<file path="src/rtl/pipeline_stall_ctrl.sv">
// ---------------------------------------------------------------------------------------------
// pipeline_stall_ctrl
//   Central stall/flush sequencer for a 5-stage MIPS pipeline. It merges load-use hazards,
//   I-cache and D-cache miss stalls and taken-branch redirects into one prioritized set of
//   stage write-enables plus bubble/flush controls. It also keeps saturating per-cause stall
//   counters and a sticky stall watchdog for debug and performance measurement.
//
// Ports
//   clk            in   1      clock, rising edge
//   rst_n          in   1      asynchronous active-low reset
//   idex_memread   in   1      instruction in EX is a load
//   idex_rt        in   REG_W  load destination register
//   ifid_rs        in   REG_W  rs of instruction in ID
//   ifid_rt        in   REG_W  rt of instruction in ID
//   ifid_use_rt    in   1      ID instruction reads rt
//   branch_taken   in   1      ID resolved a taken branch/jump this cycle
//   icache_stall   in   1      fetch not ready
//   dcache_stall   in   1      data memory access not ready
//   pc_write       out  1      PC load enable
//   ifid_write     out  1      IF/ID load enable
//   ifid_flush     out  1      IF/ID loads NOP
//   idex_bubble    out  1      ID/EX loads NOP
//   exmem_write    out  1      EX/MEM load enable
//   memwb_write    out  1      MEM/WB load enable
//   cause          out  2      previous-cycle cause: 0 RUN, 1 LU, 2 ISTALL, 3 DSTALL
//   lu_cnt         out  CNT_W  load-use bubbles inserted
//   istall_cnt     out  CNT_W  I-cache stall cycles
//   dstall_cnt     out  CNT_W  D-cache stall cycles
//   flush_cnt      out  CNT_W  branch flushes issued
//   stall_timeout  out  1      sticky watchdog flag
// ---------------------------------------------------------------------------------------------
module pipeline_stall_ctrl #(
   parameter int unsigned REG_W   = 5,
   parameter int unsigned CNT_W   = 16,
   parameter int unsigned TIMEOUT = 1024
) (
   input  logic             clk,
   input  logic             rst_n,
   input  logic             idex_memread,
   input  logic [REG_W-1:0] idex_rt,
   input  logic [REG_W-1:0] ifid_rs,
   input  logic [REG_W-1:0] ifid_rt,
   input  logic             ifid_use_rt,
   input  logic             branch_taken,
   input  logic             icache_stall,
   input  logic             dcache_stall,
   output logic             pc_write,
   output logic             ifid_write,
   output logic             ifid_flush,
   output logic             idex_bubble,
   output logic             exmem_write,
   output logic             memwb_write,
   output logic [1:0]       cause,
   output logic [CNT_W-1:0] lu_cnt,
   output logic [CNT_W-1:0] istall_cnt,
   output logic [CNT_W-1:0] dstall_cnt,
   output logic [CNT_W-1:0] flush_cnt,
   output logic             stall_timeout
);

   localparam int unsigned       WdW    = $clog2(TIMEOUT + 1);
   localparam logic [WdW-1:0]    WdMax  = WdW'(TIMEOUT);
   localparam logic [CNT_W-1:0]  CntMax = '1;

   typedef enum logic [2:0] {CondRun, CondLu, CondIStall, CondDStall, CondFlush} cond_e;

   cond_e            cond;
   logic             lu_hazard;
   logic [1:0]       cause_d, cause_q;
   logic [CNT_W-1:0] lu_cnt_d, lu_cnt_q;
   logic [CNT_W-1:0] istall_cnt_d, istall_cnt_q;
   logic [CNT_W-1:0] dstall_cnt_d, dstall_cnt_q;
   logic [CNT_W-1:0] flush_cnt_d, flush_cnt_q;
   logic [WdW-1:0]   wd_cnt_d, wd_cnt_q;
   logic             timeout_d, timeout_q;

   // Register 0 is never a real dependency, so a load into $zero never stalls.
   always_comb begin
      lu_hazard = idex_memread && (idex_rt != '0) &&
                  ((idex_rt == ifid_rs) || (ifid_use_rt && (idex_rt == ifid_rt)));
   end

   // Strict priority: a D-stall freezes everything, so lower-priority causes simply re-present
   // themselves once the stall clears.
   always_comb begin
      cond = CondRun;
      if (dcache_stall) begin
         cond = CondDStall;
      end else if (icache_stall) begin
         cond = CondIStall;
      end else if (lu_hazard) begin
         cond = CondLu;
      end else if (branch_taken) begin
         cond = CondFlush;
      end
   end

   always_comb begin
      pc_write    = 1'b1;
      ifid_write  = 1'b1;
      ifid_flush  = 1'b0;
      idex_bubble = 1'b0;
      exmem_write = 1'b1;
      memwb_write = 1'b1;
      cause_d     = 2'd0;
      unique case (cond)
         CondDStall: begin
            pc_write    = 1'b0;
            ifid_write  = 1'b0;
            exmem_write = 1'b0;
            memwb_write = 1'b0;
            cause_d     = 2'd3;
         end
         CondIStall: begin
            pc_write    = 1'b0;
            ifid_write  = 1'b0;
            idex_bubble = 1'b1;
            cause_d     = 2'd2;
         end
         CondLu: begin
            pc_write    = 1'b0;
            ifid_write  = 1'b0;
            idex_bubble = 1'b1;
            cause_d     = 2'd1;
         end
         CondFlush: begin
            ifid_flush = 1'b1;
         end
         CondRun: begin
         end
         default: begin
         end
      endcase
   end

   // Saturating statistics counters.
   always_comb begin
      lu_cnt_d     = lu_cnt_q;
      istall_cnt_d = istall_cnt_q;
      dstall_cnt_d = dstall_cnt_q;
      flush_cnt_d  = flush_cnt_q;
      if ((cond == CondLu) && (lu_cnt_q != CntMax)) begin
         lu_cnt_d = lu_cnt_q + CNT_W'(1);
      end
      if ((cond == CondIStall) && (istall_cnt_q != CntMax)) begin
         istall_cnt_d = istall_cnt_q + CNT_W'(1);
      end
      if ((cond == CondDStall) && (dstall_cnt_q != CntMax)) begin
         dstall_cnt_d = dstall_cnt_q + CNT_W'(1);
      end
      if ((cond == CondFlush) && (flush_cnt_q != CntMax)) begin
         flush_cnt_d = flush_cnt_q + CNT_W'(1);
      end
   end

   // Watchdog counts consecutive cycles without PC progress; the flag is sticky until reset.
   always_comb begin
      wd_cnt_d  = wd_cnt_q;
      timeout_d = timeout_q;
      if (pc_write) begin
         wd_cnt_d = '0;
      end else if (wd_cnt_q != WdMax) begin
         wd_cnt_d = wd_cnt_q + WdW'(1);
      end
      if (wd_cnt_d == WdMax) begin
         timeout_d = 1'b1;
      end
   end

   always_ff @(posedge clk or negedge rst_n) begin
      if (!rst_n) begin
         cause_q      <= 2'd0;
         lu_cnt_q     <= '0;
         istall_cnt_q <= '0;
         dstall_cnt_q <= '0;
         flush_cnt_q  <= '0;
         wd_cnt_q     <= '0;
         timeout_q    <= 1'b0;
      end else begin
         cause_q      <= cause_d;
         lu_cnt_q     <= lu_cnt_d;
         istall_cnt_q <= istall_cnt_d;
         dstall_cnt_q <= dstall_cnt_d;
         flush_cnt_q  <= flush_cnt_d;
         wd_cnt_q     <= wd_cnt_d;
         timeout_q    <= timeout_d;
      end
   end

   assign cause         = cause_q;
   assign lu_cnt        = lu_cnt_q;
   assign istall_cnt    = istall_cnt_q;
   assign dstall_cnt    = dstall_cnt_q;
   assign flush_cnt     = flush_cnt_q;
   assign stall_timeout = timeout_q;

endmodule

</file>
<file path="config.mk">
export PLATFORM = sky130hd
export DESIGN_NAME = pipeline_stall_ctrl
export DESIGN_NICKNAME = d
export VERILOG_FILES = /design/src/rtl/pipeline_stall_ctrl.sv
export SDC_FILE = /design/constraint.sdc
export NUM_CORES = 1
export LEC_CHECK = 0
export ABC_AREA = 1
export CAP_MARGIN = 10
export CORE_UTILIZATION = 53
export CTS_BUF_LIST = sky130_fd_sc_hd__clkbuf_8
export DETAILED_ROUTE_END_ITERATION = 7
export PLACE_DENSITY = 0.9
export SLEW_MARGIN = 10
export SYNTH_ARGS = -nofsm -noshare
export SYNTH_HDL_FRONTEND = slang
export SYNTH_SLANG_ARGS = --single-unit
</file>
<file path="constraint.sdc">
create_clock -name clk -period 1.9 [get_ports clk]
set_input_delay 0.38 -clock clk [delete_from_list [all_inputs] [get_ports clk]]
set_output_delay 0.38 -clock clk [all_outputs]
set_load 0.1 [all_outputs]
</file>
==> impl_metrics.toml, run 1 <==
[timing]
finalCriticalPeriod_ns = 1.917
slew_viol_final = 0
setup_ws_ns = -0.01686
max-slew-margin-rel_pct = 71.62
setup_violations = 3
hold_violations = 0
rsz0062_at_grt = "yes"
tightest_slew_ns = 0.4257
skew_ns = 0.01348
fmax_mhz = 521.7
fin_crit_sh_pct = 100.9

[clock_tree]
clkTransAtPathRegs_ns = 0.08
clk_path_buf_depth = 2
cts-buffers-inserted = 9
cts_sinks = 78
clock_latency_ns = 0.37
h-tree-depth = 3
cts_tree = "built"
cts_root_buf = "clkbuf_8"

[grt]
use_met2_pct = 54.56
grt_first_pass_wirelength_um = 21280
grt_use_met1_pct = 35.70
overflow = 0
first_global_vias = 4551
antenna_found_initial = 0
grt_max_degree = 47
globalRouteMet3Util_pct = 5.878
grt_busiest_layer = "met2"
grt_use_total_pct = 30.86

[synth]
ys_seq_area_share_pct = 42.74
syn_inst = 564
ys_ff_latch = 78
yosys_warnings = 0
synthFlopType = "dfrtp_1"
synth_most_common_cell = "nand2_1"
synth_area_per_cell_um2 = 8.097
synth_area_leaders = "dfrtp_1 (43%), nand2_1 (10%), xor2_1 (8.6%), inv_1 (6.7%), nor2_1 (5.1%)"
synth_nets = 592
synthDistinctLibCells = 31
synth_top_area_share_pct = 42.74
async_flop_share_pct = 100.0
synth-edff-count = 0
synthesis.area_mm2 = 0.004567
synth_top_area_cell = "dfrtp_1"
ys_top_cells_by_count = "nand2_1 (123), inv_1 (82), dfrtp_1 (78)"

[critical_path]
endpoint = "memwb_write"
r2r_end = "lu_cnt[2]"
crit_path_end_kind = "output pin"
r2r_start = "lu_cnt[0]"
cp_max_fo = 3
critical_path_required_ns = 1.52
start_kind = "input port"
critPathArrivalTime_ns = 1.54
critPathLaunch = "dcache_stall"
rrSetupSlack_ns = 0.04
crit_type = "in -> out"
worstRegToRegCells = 8

[floorplanning]
initial_core_util_pct = 55.30
fp-row-count = 33
die_y_um = 94.83
num_io_pins = 95
die_area_mm2 = 0.008992
die_x_um = 94.83
fp.coreArea_mm2 = 0.008258

[final_layout]
fin_util_pct = 83.42
drive_above_1_share_pct = 40.55
final_cells = 798
synthToLayoutAreaGrowth_pct = 50.85
antennaDiodeCount = 0
fin_area_mm2 = 0.006889
final_nets = 716

[routing]
viasPerCell = 5.544
wirelength_um = 13540
first_pass_iters = 5
ant_nets = 0
routedWlPerCell_um = 16.97
vias = 4424
drt_iter0_drc = 209
post-route-drc-count = 0

[placement]
dp_cells = 774
placed_area_mm2 = 0.006594
place_congestion = 0.9737
place_hpwl_um = 9529
portBuffers = 94
post-place-ws_ns = -0.4695

[job]
drv_cap = 0

[min_path]
min_path_type = "in -> reg"

[power_and_ir_drop]
power-per-cell-area_mw_per_mm2 = 1158
p_leak_nw = 3.014
peakVddDrop_mv = 1.482

[status]
violations = "negative setup slack"
outcome = "complete, but fails checks"
## state kept, by name (all words and copies together) (netlist names)
name / cells
dstall_cnt: 16
cause: 2
stall_timeout: 1
wd_cnt_q: 11
flush_cnt: 16
lu_cnt: 16
istall_cnt: 16
## final cells by class
class / count / area, µm²
multi-input cells: 389 / 2384
clock buffers: 9 / 123.9
fillers: 457 / 1369
flip-flops and latches: 78 / 2037
clock inverters: 7 / 55.05
well taps: 105 / 131.4
repair buffers: 121 / 1803
inverters: 89 / 355.3
## per-layer routing
| layer | vias up | share of wire [%] |
|---|---|---|
| met4 | 0 | 4.3 |
| met5 | - | 0 |
| met2 | 226 | 54 |
| li1 | 2002 | - |
| met3 | 63 | 5.5 |
| met1 | 2133 | 36 |
## what timing repair did
action | in CTS | in global routing
buffers inserted | 2 | 5
endpoints found under the setup margin | 19 | 32
endpoints found under the hold margin | 32 | 0
hold buffers | 1 | 0
resized for setup | 40 | 46
pin swaps | 14 | 24
## where the power goes
| group | switching [mW] | total, mW | internal (mW) |
|---|---|---|---|
| clock network | 0.675 | 1.17 | 0.490 |
| registers | 0.522 | 2.55 | 2.03 |
| logic | 2.81 | 4.27 | 1.45 |
## critical path: stages
cell and delay (ns):
clkdlybuf4s50_1 0.51, buf_4 0.16, clkinvlp_4 0.13, buf_4 0.18, buf_12 0.16
## through the flow
stage | TNS (ns) | hold slack [ns] | total power [mW]
2_1_floorplan | -0.6919 | 0.08441 | 5.029
3_3_place_gp | -11.26 | 0.3438 | 6.524
3_5_place_dp | -16.41 | 0.3465 | 6.669
4_1_cts | -0.03343 | 0.4674 | 7.851
5_1_grt | -0.9304 | 0.5133 | 8.300
6_report | -0.03703 | 0.4990 | 7.979
## cells by family (layout without fill, tap and decap cells)
logic type,count (synthesis),in the layout,share of synthesized area (%)
AND/OR/NAND/NOR,276,276,27.26
buffers and inverters,97,226,8.986
flip-flops,78,78,42.74
XOR/XNOR,65,65,12.47
AO/OA/AOI/OAI,40,40,6.411
adder cells (fa/ha/maj),6,6,1.644
multiplexers,2,2,0.4931
## how the worst min path moves through the flow
stage	startpoint	cells past startpoint	endpoint
after floorplan	rst_n	0	cause[0]
after global placement	rst_n	1	dstall_cnt[13]
after detailed placement	rst_n	1	dstall_cnt[13]
after CTS	icache_stall	3	cause[1]
after global routing	icache_stall	3	cause[1]
final	icache_stall	3	cause[1]
## layout by cell type (no fill, tap or decap), drive strengths merged, types with 3 or more instances in the layout
cell,instances
nand3,30
buf,104
xnor2,20
a21oi,3
o21ai,36
ha,6
xor2,45
nand4,12
nor4,3
nor3,23
dlygate4sd2,3
inv,92
clkinvlp,3
nor2,68
nand2,137
dfrtp,78
clkbuf,17
Note: power is estimated with default switching activity, not from simulation.
==> run 2, diff against run 1 <==
--- a/config.mk
+++ b/config.mk
@@ -10,6 +10,7 @@
 export CORE_UTILIZATION = 53
 export CTS_BUF_LIST = sky130_fd_sc_hd__clkbuf_8
 export DETAILED_ROUTE_END_ITERATION = 7
+export GPL_ROUTABILITY_DRIVEN = 0
 export PLACE_DENSITY = 0.9
 export SLEW_MARGIN = 10
 export SYNTH_ARGS = -nofsm -noshare
==> impl_metrics.toml, run 2 (synthesized netlist as in run 1, its figures left out) <==
[status]
outcome = "finished clean"

[power_and_ir_drop]
power.share.clock_pct = 14.2
p_leak_nw = 3.049
p_switching_mw = 3.950
power-per-cell-area_mw_per_mm2 = 1150
p_sw_share_pct = 49.77
peakVddDrop_mv = 1.332
comb_power_share_pct = 54.3
sequentialPowerShare_pct = 31.5
p_int_mw = 3.986

[floorplanning]
die_y_um = 94.83
die_x_um = 94.83
fp.coreArea_mm2 = 0.008258
die_area_mm2 = 0.008992
num_io_pins = 95
fp-row-count = 33
initial_core_util_pct = 55.30

[routing]
first_pass_iters = 5
ant_nets = 0
wirelength_um = 13040
vias = 4390
viasPerCell = 5.453
wl_met3_um = 709
routed-wl-met2_um = 7064
routedWlPerCell_um = 16.20
post-route-drc-count = 0
drt_iter0_drc = 322
highest_layer = "met4"
wl_met1_um = 4887

[placement]
portBuffers = 94
dp_cells = 776
place_hpwl_um = 9427

[critical_path]
crit_path_end_kind = "output pin"
crit_type = "in -> out"
cp_max_fo = 4
critical_path_required_ns = 1.52
start_kind = "input port"
critPathArrivalTime_ns = 1.50

[timing]
hold_violations = 0
rsz0062_at_grt = "yes"
fin_crit_sh_pct = 99.20
skew_ns = 0.01263
finalCriticalPeriod_ns = 1.885
tightest_slew_ns = 0.4166
setup_violations = 0
fmax_mhz = 530.6
slew_viol_final = 0
max-slew-margin-rel_pct = 72.02

[clock_tree]
h-tree-depth = 3
cts_root_buf = "clkbuf_8"
cts-buffers-inserted = 9
clock_latency_ns = 0.36
cts_tree = "built"
cts_sinks = 78
clk_path_buf_depth = 2
clkTransAtPathRegs_ns = 0.08

[final_layout]
drive_above_1_share_pct = 40.29
synthToLayoutAreaGrowth_pct = 51.15
antennaDiodeCount = 0
final_common_cell = "nand2_1"
layout_common_cells = "nand2_1 (110), inv_1 (77), buf_12 (72), nor2_1 (54), dfrtp_2 (47)"
final_cells = 805
fin_util_pct = 83.59
final_nets = 723

[grt]
grt_max_degree = 47
antenna_found_initial = 0
first_global_vias = 4499
grt_use_total_pct = 30.33
overflow = 0
grt_first_pass_wirelength_um = 20980

[job]
drv_cap = 0

[min_path]
min_path_type = "in -> reg"
==> run 2: changes by cell type in the layout (fill, tap and decap cells not counted), sizes merged <==
| cell | change |
|---|---|
| clkdlybuf4s50 | -1 |
| clkinv | +4 |
| inv | -3 |
| buf | +10 |
| clkinvlp | -1 |
| dlymetal6s2s | +1 |
| clkbuf | -1 |
| clkdlybuf4s15 | -2 |
==> run 2: stage by stage <==
step / worst slack, ns / instance area, µm² / TNS (ns) / power, mW / hold WS, ns
finish: 0.01520 / 6903 / 0 / 7.937 / 0.3517
global route: -0.09418 / 6903 / -0.3007 / 8.252 / 0.3584
CTS: 0.0008555 / 6794 / 0 / 7.813 / 0.4986
detailed placement: -0.4256 / 6609 / -15.20 / 6.678 / 0.3500
global placement: -0.3710 / 6609 / -11.37 / 6.541 / 0.3435
floorplan: -0.05317 / 4750 / -0.6919 / 5.029 / 0.08441
==> run 2: worst paths after layout <==
| path | from | to | slack (ns) | depth (start not counted) |
|---|---|---|---|---|
| worst max-delay path | ifid_rs[2] | idex_bubble | 0.02 | 9 |
| worst min-delay path | dcache_stall | cause[1] | 0.35 | 3 |
| worst max register to register | dstall_cnt[1] | dstall_cnt[15] | 0.03 | 10 |
| worst min register to register | stall_timeout | stall_timeout | 0.50 | 2 |
| max in group asynchronous | rst_n | flush_cnt[10] | 0.74 | 3 |
| min in group asynchronous | rst_n | dstall_cnt[15] | 0.54 | 2 |
==> run 2: worst max-delay path: stages <==
cell and delay [ns]:
dlygate4sd2_1 0.24, xnor2_1 0.16, nand3_1 0.12, nand2_2 0.10
nand2_4 0.08, nor2_4 0.11, inv_2 0.07, nand2_4 0.08
buf_12 0.17
==> run 2: what timing repair did <==
action                                  4_1_cts  5_1_grt
endpoints found under the setup margin       10       50
pin swaps                                    16       26
endpoints found under the hold margin        32        0
hold buffers                                  1        0
buffers inserted                              3        9
gates resized for setup                      46       41
==> run 2: layout make-up <==
class,count,area (µm²)
Timing Repair Buffer,128,1851
Tap cell,105,131.4
Inverter,89,355.3
Multi-Input combinational cell,389,2356
Fill cell,422,1355
Clock buffer,9,123.9
Sequential cell,78,2037
Clock inverter,7,48.80
==> run 2: power by group through the flow <==
| stage | combinational, mW | clock (mW) | sequential [mW] |
|---|---|---|---|
| after floorplan | 0.862 | 0 | 4.17 |
| after global placement | 4.03 | 0 | 2.51 |
| after detailed placement | 4.15 | 0 | 2.53 |
| after CTS | 4.17 | 1.14 | 2.50 |
| after global routing | 4.50 | 1.21 | 2.54 |
| final | 4.31 | 1.13 | 2.50 |
==> run 2: metal layers <==
layer	vias to the layer above	GRT usage, %
li1	2022	-
met1	2105	35.31
met2	219	54.20
met3	44	6.039
met4	0	12.50
met5	-	0
